--- src/rtl/pipe_pkg.sv ---
// Shared pipeline types: in-flight destination tag and EX operand forward-select encoding.
package pipe_pkg;

  // Tag rd width; hazard_forward_ctrl's REG_AW must not exceed this.
  localparam int TAG_RD_W = 5;

  localparam logic [1:0] FWD_RF    = 2'd0;
  localparam logic [1:0] FWD_EXMEM = 2'd1;
  localparam logic [1:0] FWD_MEMWB = 2'd2;

  typedef struct packed {
    logic                valid;
    logic [TAG_RD_W-1:0] rd;
    logic                wr;
    logic                load;
  } tag_t;

  localparam tag_t TAG_NONE = '0;

  function automatic logic tag_live(input tag_t t, input logic zero_fwd);
    return t.valid & t.wr & ((t.rd != '0) | zero_fwd);
  endfunction

endpackage

--- src/rtl/hfc_src_match.sv ---
// One source operand against the EX and MEM tags: picks the youngest producer
// and flags a load sitting in EX (a load-use hazard).
module hfc_src_match
  import pipe_pkg::*;
#(
  parameter int ZERO_REG_FWD = 0
) (
  input  logic [TAG_RD_W-1:0] src,
  input  logic                src_used,
  input  tag_t                ex_tag,
  input  tag_t                mem_tag,
  output logic [1:0]          sel,
  output logic                load_hit
);

  localparam logic ZERO_FWD = (ZERO_REG_FWD != 0);

  logic ex_match;
  logic mem_match;
  logic unused_mem_load;

  assign ex_match  = src_used & tag_live(ex_tag, ZERO_FWD) & (src == ex_tag.rd);
  assign mem_match = src_used & tag_live(mem_tag, ZERO_FWD) & (src == mem_tag.rd);

  // A load in MEM forwards like any other result, so its load bit is irrelevant here.
  assign unused_mem_load = mem_tag.load;

  always_comb begin
    sel = FWD_RF;
    if (ex_match) begin
      sel = FWD_EXMEM;
    end else if (mem_match) begin
      sel = FWD_MEMWB;
    end
  end

  assign load_hit = ex_match & ex_tag.load;

endmodule

--- src/rtl/hazard_forward_ctrl.sv ---
// Tracks in-flight destination tags and produces registered EX forward selects
// plus a combinational one-cycle load-use stall for the instruction in ID.
module hazard_forward_ctrl
  import pipe_pkg::*;
#(
  parameter int REG_AW       = 5,
  parameter int ZERO_REG_FWD = 0,
  parameter int CNT_W        = 16
) (
  input  logic              clk,
  input  logic              rst_n,
  input  logic              id_valid,
  input  logic [REG_AW-1:0] id_rs,
  input  logic [REG_AW-1:0] id_rt,
  input  logic              id_rs_used,
  input  logic              id_rt_used,
  input  logic [REG_AW-1:0] id_rd,
  input  logic              id_wr_en,
  input  logic              id_is_load,
  input  logic              flush,
  output logic              stall,
  output logic [1:0]        fwd_a_sel,
  output logic [1:0]        fwd_b_sel,
  output logic              ex_bubble,
  output logic [CNT_W-1:0]  stall_count
);

  tag_t             ex_q, ex_d;
  tag_t             mem_q, mem_d;
  tag_t             wb_q, wb_d;
  logic [1:0]       fwd_a_q, fwd_a_d;
  logic [1:0]       fwd_b_q, fwd_b_d;
  logic             bubble_q, bubble_d;
  logic [CNT_W-1:0] cnt_q, cnt_d;

  tag_t       id_tag;
  logic [1:0] sel_a, sel_b;
  logic       load_hit_a, load_hit_b;
  logic       stall_c;
  logic       unused_wb;

  assign id_tag = '{valid: 1'b1, rd: TAG_RD_W'(id_rd), wr: id_wr_en, load: id_is_load};

  hfc_src_match #(.ZERO_REG_FWD(ZERO_REG_FWD)) u_match_a (
    .src      (TAG_RD_W'(id_rs)),
    .src_used (id_rs_used),
    .ex_tag   (ex_q),
    .mem_tag  (mem_q),
    .sel      (sel_a),
    .load_hit (load_hit_a)
  );

  hfc_src_match #(.ZERO_REG_FWD(ZERO_REG_FWD)) u_match_b (
    .src      (TAG_RD_W'(id_rt)),
    .src_used (id_rt_used),
    .ex_tag   (ex_q),
    .mem_tag  (mem_q),
    .sel      (sel_b),
    .load_hit (load_hit_b)
  );

  // Flush dominates: a squashed instruction must never hold the front end.
  assign stall_c = rst_n & id_valid & ~flush & (load_hit_a | load_hit_b);

  // WB never forwards: the register file writes first half-cycle, reads second.
  assign unused_wb = ^wb_q;

  always_comb begin
    wb_d     = mem_q;
    mem_d    = ex_q;
    ex_d     = TAG_NONE;
    bubble_d = 1'b1;
    fwd_a_d  = FWD_RF;
    fwd_b_d  = FWD_RF;
    cnt_d    = cnt_q;
    if (id_valid && !flush && !stall_c) begin
      ex_d     = id_tag;
      bubble_d = 1'b0;
      fwd_a_d  = sel_a;
      fwd_b_d  = sel_b;
    end
    if (stall_c && (cnt_q != {CNT_W{1'b1}})) begin
      cnt_d = cnt_q + 1'b1;
    end
  end

  always_ff @(posedge clk) begin
    if (!rst_n) begin
      ex_q     <= TAG_NONE;
      mem_q    <= TAG_NONE;
      wb_q     <= TAG_NONE;
      fwd_a_q  <= FWD_RF;
      fwd_b_q  <= FWD_RF;
      bubble_q <= 1'b1;
      cnt_q    <= '0;
    end else begin
      ex_q     <= ex_d;
      mem_q    <= mem_d;
      wb_q     <= wb_d;
      fwd_a_q  <= fwd_a_d;
      fwd_b_q  <= fwd_b_d;
      bubble_q <= bubble_d;
      cnt_q    <= cnt_d;
    end
  end

  assign stall       = stall_c;
  assign fwd_a_sel   = fwd_a_q;
  assign fwd_b_sel   = fwd_b_q;
  assign ex_bubble   = bubble_q;
  assign stall_count = cnt_q;

endmodule

--- config.mk ---
export PLATFORM = sky130hd
export DESIGN_NAME = hazard_forward_ctrl
export DESIGN_NICKNAME = d
export VERILOG_FILES = /design/src/rtl/pipe_pkg.sv /design/src/rtl/hfc_src_match.sv /design/src/rtl/hazard_forward_ctrl.sv
export SDC_FILE = /design/constraint.sdc
export NUM_CORES = 1
export LEC_CHECK = 0
export CAP_MARGIN = 20
export CORE_MARGIN = 2
export CORE_UTILIZATION = 35
export CTS_CLUSTER_SIZE = 20
export DETAILED_ROUTE_END_ITERATION = 12
export GPL_TIMING_DRIVEN = 1
export HOLD_SLACK_MARGIN = 0.06
export PLACE_DENSITY_LB_ADDON = 0.3
export RECOVER_POWER = 25
export SYNTH_ARGS = -nofsm -noshare
export SYNTH_HDL_FRONTEND = slang
export SYNTH_HIERARCHICAL = 1
export SYNTH_SLANG_ARGS = --single-unit
--- constraint.sdc ---
create_clock -name clk -period 2.6 [get_ports clk]
set_input_delay 0.26 -clock clk [delete_from_list [all_inputs] [get_ports clk]]
set_output_delay 0.26 -clock clk [all_outputs]
set_load 0.02 [all_outputs]
### Word level (Yosys, flattened, before mapping)

Cells that the tools add are included.

| operators by class | value |
|---|---|
| add/sub/neg operators | 1 |
| equality and inequality tests | 5 |
| mux-type cells | 6 |
| bitwise gates (word level) | 21 |
| reduce and logical (&&, ||, !) cells | 10 |

Operators with widths:

| operator | number |
|---|---|
| $eq A5 B5 Y1 | 4 |
| $and A1 B1 Y1 | 17 |
| $add A16 B1 Y16 const B | 1 |
| $ne A16 B16 Y1 const B | 1 |
| $reduce_bool A5 Y1 | 2 |
| $mux W8 | 1 |
| $reduce_or A3 Y1 | 2 |
| $mux W2 | 2 |
| $logic_and A1 B1 Y1 | 3 |
| $mux W1 | 3 |
| $not A1 Y1 | 3 |
| $logic_not A1 Y1 | 2 |
| $reduce_and A2 Y1 | 1 |
| $or A1 B1 Y1 | 1 |

| word-level totals | value |
|---|---|
| flip-flop bits (word level) | 36 |
| output and inout port bits | 22 |

### Logic depth before layout (Yosys ltp)

Gate-level depths: netlist of run 1.

| logic depth | value |
|---|---|
| depth after elaboration | 11 |
| mapped depth | 10 |

### By module

The synthesis of run 1 kept the hierarchy.

By module, submodules not included:

| module | instances | cells an instance | area each (sq um) | seq. area each (sq um) |
|---|---|---|---|---|
| hazard_forward_ctrl | 1 | 152 | 1,486.4 | 740.7 |
| hfc_src_match | 2 | 24 | 172.7 | 0.0 |

### Worst setup path before layout of run 1

Ideal clock, no wire load.

| timing path | value |
|---|---|
| path kind | reg2reg |
| from | reg ex_q[4] (netlist bit) |
| to | reg cnt_q[8] (netlist: stall_count[8]) |
| setup time | 0.072 ns |
| arrival time | 2.110 ns |
| data required time | 2.528 ns |
| setup slack | 0.418 ns |
| cell stages (with the launch flop) | 11 |
| path buffers | 2 |
| clock period less this slack | 2.182 ns |
| path through | dfxtp_1 xnor2_1 nand4_1 a211oi_1 and2_2 or2_0 buf_2 nand3_1 buf_2 or4_1 a21oi_1 |

| between the ends | value |
|---|---|
| cells in the longest elaborated chain, start to end | 8 |

Ends and longest elaborated chain:

| element | RTL line | text |
|---|---|---|
| from (decl) | hazard_forward_ctrl.sv:28 | `tag_t ex_q, ex_d;` |
| from (signal assigned) | hazard_forward_ctrl.sv:89 | `ex_q <= TAG_NONE;` |
| from (signal assigned) | hazard_forward_ctrl.sv:97 | `ex_q <= ex_d;` |
| $reduce_bool A5 Y1 | pipe_pkg.sv:21 | `return t.valid & t.wr & ((t.rd != '0) \| zero_fwd);` |
| $and A1 B1 Y1 | pipe_pkg.sv:21 |  |
| $and A1 B1 Y1 | hfc_src_match.sv:22 | `assign ex_match = src_used & tag_live(ex_tag, ZERO_FWD) & (src == ex_tag.rd);` |
| $and A1 B1 Y1 (*) | hfc_src_match.sv:22 |  |
| net u_match_b.ex_match | hfc_src_match.sv:18 | `logic ex_match;` |
| $and A1 B1 Y1 (*) | hfc_src_match.sv:37 | `assign load_hit = ex_match & ex_tag.load;` |
| net load_hit_b | hazard_forward_ctrl.sv:38 | `logic load_hit_a, load_hit_b;` |
| $or A1 B1 Y1 (*) | hazard_forward_ctrl.sv:63 | `assign stall_c = rst_n & id_valid & ~flush & (load_hit_a \| load_hit_b);` |
| $and A1 B1 Y1 (*) | hazard_forward_ctrl.sv:63 |  |
| $logic_and A1 B1 Y1 (*) | hazard_forward_ctrl.sv:82 | `if (stall_c && (cnt_q != {CNT_W{1'b1}})) begin` |
| to (signal assigned) | hazard_forward_ctrl.sv:103 | `cnt_q <= cnt_d;` |
| to (decl) | hazard_forward_ctrl.sv:34 | `logic [CNT_W-1:0] cnt_q, cnt_d;` |

Mark *: on every way through the listed nets, which the timed path passes. The rest lies on a longest branch.
A chain may end at the register's enable or synchronous reset.

### Final worst setup path of run 1

| timing path | value |
|---|---|
| from | reg ex_q[4] (netlist bit) |
| to | out stall |

| between the ends | value |
|---|---|
| cells in the longest elaborated chain, start to end | 7 |

Ends and longest elaborated chain:

| element | RTL line | text |
|---|---|---|
| $reduce_bool A5 Y1 | pipe_pkg.sv:21 |  |
| $and A1 B1 Y1 | pipe_pkg.sv:21 |  |
| $and A1 B1 Y1 | hfc_src_match.sv:22 |  |
| $and A1 B1 Y1 (*) | hfc_src_match.sv:22 |  |
| $and A1 B1 Y1 (*) | hfc_src_match.sv:37 |  |
| net load_hit_b | hazard_forward_ctrl.sv:38 |  |
| $or A1 B1 Y1 (*) | hazard_forward_ctrl.sv:63 |  |
| $and A1 B1 Y1 (*) | hazard_forward_ctrl.sv:63 |  |
| to (decl) | hazard_forward_ctrl.sv:21 | `output logic stall,` |

Marks and branches as above.

==> run_results.csv, run 1 <==
group,metric,value,unit
setup_path,crit_type,"reg -> out",
setup_path,critical_path.max_stage_delay,0.37,ns
clocking,clock_latency,0.29,ns
global_route,grt_overflow,0,
setup_path,cp.depth,8,
setup_path,reg2reg_to,"stall_count[13]",
timing,setup_ws,0.172,ns
timing,skew,0.00749,ns
timing,hold_violations,0,
power_and_ir_drop,clockPowerShare,0.426,
timing,finalCritPeriodShare,0.934,
worst_hold_path,hp-class,"reg -> reg",
routing,via_count,1742,
routing,via_per_inst,5.23,
synthesis,syn_nets,222,
routing,antenna_left,0,
synthesis,syn_avg_cell_area,9.12,µm²
routing,wirelength,4660,µm
die,core,0.00504,mm²
layout,drive_gt1_frac,0.152,
setup_path,timing.rr.start,"ex_q[4]",
layout,nFillCells,488,
synthesis,yosysWarnings,6,
die,die_h,75.8,µm
layout,seq_area,721,µm²
die,die_area,0.00575,mm²
setup_path,crit_fanout,4,
setup_path,cp-end-kind,"output port",
die,die_w,75.8,µm
clocking,numCtsBuffers,5,
power_and_ir_drop,p_leak,0.000961,µW
layout,mostFrequentLayoutCells,"dfxtp_1 (36), clkdlybuf4s50_1 (35), buf_4 (21)",
setup_path,critPathBufInv,3,
worst_hold_path,hp-start,"stall_count[7]",
placed_design,place_ws,-0.287,ns
die,placementRows,26,
routing,drt_iter0_markers,61,
clocking,post_cts_buffers,0,
placed_design,dp.cells,325,
power_and_ir_drop,powerDensity,449,mW/mm²
power_and_ir_drop,power.switching,251,µW
setup_path,setup.worst_path.start,"ex_q[4]",
setup_path,cp-endpoint,"stall",
timing,rsz0062_at_grt,"false",
routing,wire_per_inst,14.0,µm
layout,fin_nets,286,
setup_path,crit_path_start_kind,"flip-flop",
timing,drv_slew,0,
setup_path,reg2regPathDepth,9,
outcome,status,"finished clean",
timing,tightest_slew,0.805,ns
timing,fmax,412,MHz
global_route,antenna_found_initial,0,
synthesis,synthCells,198,
synthesis,syn-cell-area,0.00181,mm²
clocking,cts_sinks,36,
setup_path,r2r_setup_slack,0.23,ns
power_and_ir_drop,max-vdd-ir-drop,0.218,mV
routing,route.detailed.drc,0,
global_route,first_global_vias,1646,
clocking,cts_tree,"yes",
clocking,htreeDepth,2,
timing,fin_crit,2.43,ns
job,cap_violations,0,
layout,final_common_cell,"dfxtp_1",
global_route,grt_max_degree,21,
power_and_ir_drop,swShare,0.218,
timing,finalSetupViolCount,0,
clocking,root_buffer,"clkbuf_8",
setup_path,cp_data_required_time,2.34,ns
layout,num_antenna_cells,0,
die,ios,45,
power_and_ir_drop,power_frac_comb,0.086,
placed_design,gp_congestion,0.884,
global_route,grt_pass1_wl,7570,µm
clocking,clk_pin_slew,0.07,ns
setup_path,crit_family,"simple AND/OR/NAND/NOR gates",
global_route,grt_use_total,0.175,
die,start_util,0.358,
layout,area_delta_synth_final,42.3,%
placed_design,dp_hpwl,3510,µm
setup_path,path_cells,"buf_4, o41ai_4, a211oi_2, and2_2, or2_1, nand2_1, inv_1, clkbuf_2",
setup_path,slowest_stage,"o41ai_4",
layout,instances_no_fill,333,
power_and_ir_drop,seqPwrFrac,0.488,
clocking,clock_path_buffers,2,
routing,drt_first_pass_iters,4,
setup_path,arrival,2.17,ns
power_and_ir_drop,p_int,902,µW
timing,timing.slew.headroom,0.463,
layout,multi_input_area,0.00102,mm²
placed_design,portBuffers,44,
tightest hold or removal path, stage by stage, from the launching register on:
cell,delay [ns]
dfxtp_1,0.34
nand2_1,0.06
mux2i_1,0.05
area by class of cell:
class / count / area share
multi-input combinational: 143 / 0.395
timing repair buffer: 66 / 0.232
clock inverter: 3 / 0.0166
clock buffer: 5 / 0.0268
inverter: 10 / 0.0146
sequential: 36 / 0.280
tap: 70 / 0.0341
power groups by stage:
stage                     registers [µW]  clock network (µW)  logic (µW)
final                                563                 491        99.3
after global routing                 564                 531         107
after CTS                            563                 505         102
after detailed placement             576                   0        98.3
after global placement               576                   0        97.7
after floorplan                      576                   0        35.5
sequential cells by signal, indices dropped and copies added, names as in the netlist:
| register | flops |
|---|---|
| ex_q | 8 |
| fwd_b_sel | 2 |
| mem_q | 7 |
| fwd_a_sel | 2 |
| ex_bubble | 1 |
| stall_count | 16 |
per-stage QoR:
step / setup TNS [ns] / utilization / area [µm²] / total power [µW] / hold slack [ns]
after global placement: -1.06 / 0.486 / 2450 / 674 / 0.484
after CTS: 0 / 0.511 / 2580 / 1170 / 0.500
after floorplan: 0 / - / 1810 / 611 / 0.406
after detailed placement: -1.75 / 0.486 / 2450 / 674 / 0.487
after global routing: 0 / 0.510 / 2570 / 1200 / 0.516
final: 0 / 0.510 / 2570 / 1150 / 0.495
routing by layer:
layer  wire (µm)  global-route usage  vias up  share of wire
li1            -                   -      872              -
met1        2030               0.212      808           0.44
met2        2200               0.295       53           0.47
met3         340              0.0463        9          0.073
met4          82              0.0721        0          0.018
met5           0                   0        -              0
how the worst min path moves through the flow:
stage,to,slack [ns],cells past startpoint
floorplan,ex_q[0],0.41,1
global placement,stall_count[7],0.48,2
detailed placement,stall_count[7],0.49,2
CTS,stall_count[7],0.50,2
global route,stall_count[7],0.52,2
finish,stall_count[7],0.49,2
what timing repair did:
item                                    4_1_cts  5_1_grt
cloned                                        0        0
hold buffers                                  0        0
hold endpoints to repair                      0        0
endpoints found under the setup margin        1        1
resized for setup                             4        2
(Power assumes the default switching activity.)
==> run 2: changes to the inputs <==
--- a/config.mk
+++ b/config.mk
@@ -12,7 +12,6 @@
 export DETAILED_ROUTE_END_ITERATION = 12
 export GPL_TIMING_DRIVEN = 1
 export HOLD_SLACK_MARGIN = 0.06
-export PLACE_DENSITY_LB_ADDON = 0.3
 export RECOVER_POWER = 25
 export SYNTH_ARGS = -nofsm -noshare
 export SYNTH_HDL_FRONTEND = slang
==> constraint.sdc (replaced) <==
create_clock -name clk -period 2 [get_ports clk]
set_input_delay 0.2 -clock clk [delete_from_list [all_inputs] [get_ports clk]]
set_output_delay 0.2 -clock clk [all_outputs]
set_load 0.02 [all_outputs]
==> run 2 against run 1 <==
  * The run now ends with setup timing left
  * Die area is the same
  * Sequential cell count is the same
  * Power rose by 30%
  * Worst setup slack got worse by 0.27 ns
  * Via count is 2.6% higher
  * Core utilization grew 6.4 points
  * First-iteration DRC count rose by 6.6%
  * Critical endpoint unchanged
  * Highest routed layer unchanged
==> run_results.csv, run 2 (synthesis gave the netlist of run 1 again) <==
group,metric,value,unit
placed_design,dp_hpwl,3480,µm
global_route,busiest_layer,"met2",
global_route,grt_max_degree,21,
clocking,numCtsBuffers,5,
global_route,first_global_vias,1770,
die,core,0.00504,mm²
timing,fin_crit,2.10,ns
layout,fin_util,0.574,
setup_path,crit_path_start_kind,"flip-flop",
setup_path,critPathBufInv,3,
clocking,clk_pin_slew,0.08,ns
power_and_ir_drop,p_leak,0.00113,µW
routing,wire_per_inst,14.0,µm
timing,hold_violations,0,
global_route,use_met3,0.0423,
timing,finalSetupViolCount,11,
timing,tns,-0.399,ns
layout,area_delta_synth_final,60.2,%
global_route,grt_overflow,0,
global_route,grt_pass1_wl,8020,µm
routing,drt_first_pass_iters,4,
layout,final_common_cell,"dfxtp_1",
routing,wirelength,4810,µm
timing,setup_ws,-0.103,ns
timing,rsz0062_at_grt,"true",
setup_path,slowest_stage,"dfxtp_4",
global_route,antenna_found_initial,0,
power_and_ir_drop,power,1500,µW
clocking,cts_sinks,36,
layout,instances_no_fill,343,
layout,mostFrequentLayoutCells,"dfxtp_1 (32), clkdlybuf4s50_1 (31), buf_4 (25)",
die,die_w,75.8,µm
setup_path,cp-end-kind,"output port",
setup_path,path_common_cell,"buf_6",
setup_path,arrival,1.90,ns
global_route,grt_use_total,0.184,
timing,finalCritPeriodShare,1.05,
routing,via_per_inst,5.21,
timing,timing.slew.headroom,0.407,
setup_path,crit_fanout,3,
routing,via_count,1787,
layout,largest_reg_flops,16,
layout,fin_nets,296,
die,start_util,0.358,
die,die_area,0.00575,mm²
setup_path,crit_type,"reg -> out",
power_and_ir_drop,powerDensity,518,mW/mm²
die,ios,45,
timing,tightest_slew,0.889,ns
die,die_h,75.8,µm
setup_path,critical_path.max_stage_delay,0.37,ns
global_route,use_met2,0.312,
placed_design,dp.cells,328,
global_route,gr-usage-met1,0.227,
power_and_ir_drop,max-vdd-ir-drop,0.310,mV
layout,nFillCells,437,
die,placementRows,26,
layout,num_antenna_cells,0,
layout,drive_gt1_frac,0.308,
setup_path,path_cells,"buf_6, o41ai_4, a211oi_2, and2_4, or2_4, nand2_2, inv_2, buf_6",
timing,skew,0.00629,ns
timing,fmax,475,MHz
setup_path,crit_family,"simple AND/OR/NAND/NOR gates",
timing,whs,0.489,ns
outcome,violations,"setup timing",
routing,route.detailed.drc,0,
routing,antenna_left,0,
clocking,cts_tree,"yes",
clocking,htreeDepth,2,
clocking,clock_path_buffers,2,
placed_design,gp_congestion,0.845,
outcome,status,"complete, but fails checks",
routing,drt_iter0_markers,65,
job,cap_violations,0,
timing,drv_slew,0,
placed_design,portBuffers,44,
setup_path,cp_data_required_time,1.80,ns
clocking,cts_hold_buf,0,
clocking,clock_latency,0.29,ns
clocking,root_buffer,"clkbuf_8",
worst_hold_path,hp-class,"in -> reg",
[run 2: cell count changes in the layout (fill, tap and decap cells not counted), sizes merged]
cell / previous run / this run
dlygate4sd3: 8 / 4
buf: 21 / 32
dlymetal6s2s: 0 / 6
clkbuf: 7 / 6
clkdlybuf4s50: 35 / 31
dlygate4sd2: 0 / 2
[run 2: path summary, 6_finish.rpt]
check | start | end | slack (ns) | cells past startpoint
max | ex_q[3] | stall | -0.10 | 8
min | id_rd[0] | ex_q[2] | 0.49 | 2
max reg2reg | ex_q[4] | stall_count[3] | -0.07 | 10
min reg2reg | ex_q[1] | mem_q[1] | 0.50 | 1
[run 2: layout make-up]
type	count	area (µm²)	area share
repair buffers	76	713	0.247
flip-flops and latches	36	736	0.254
multi-input cells	143	1210	0.417
well taps	70	87.6	0.0303
inverters	10	37.5	0.0130
clock inverters	3	42.5	0.0147
clock buffers	5	68.8	0.0238
[run 2: power breakdown]
part	switching [µW]	internal [µW]
clock	261	369
combinational	55.0	82.7
sequential	9.38	721
total	325	1170
[run 2: worst reg2reg max path: cells and delay by family, from the launching register on]
kind                   cells  cell delay, ns
AND/OR/NAND/NOR            5            0.89
flip-flops                 1            0.42
AO/OA/AOI/OAI              2            0.33
buffers and inverters      2            0.25
XOR/XNOR                   1            0.12
[run 2: what timing repair did]
item	in CTS	in global routing
pin swaps	20	12
endpoints found under the setup margin	14	15
buffers inserted	3	4
gates resized for setup	31	26
[run 2: metrics by stage]
step / worst slack [ns] / cell area [µm²]
final: -0.103 / 2890
after floorplan: 0.000197 / 1840
after global routing: -0.218 / 2890
after CTS: -0.0991 / 2750
after global placement: -0.571 / 2500
after detailed placement: -0.646 / 2500
[run 2: routing by layer]
| metal | up-vias | share of wire |
|---|---|---|
| li1 | 889 | - |
| met1 | 834 | 0.45 |
| met2 | 53 | 0.48 |
| met3 | 11 | 0.046 |
| met4 | 0 | 0.019 |
| met5 | - | 0 |
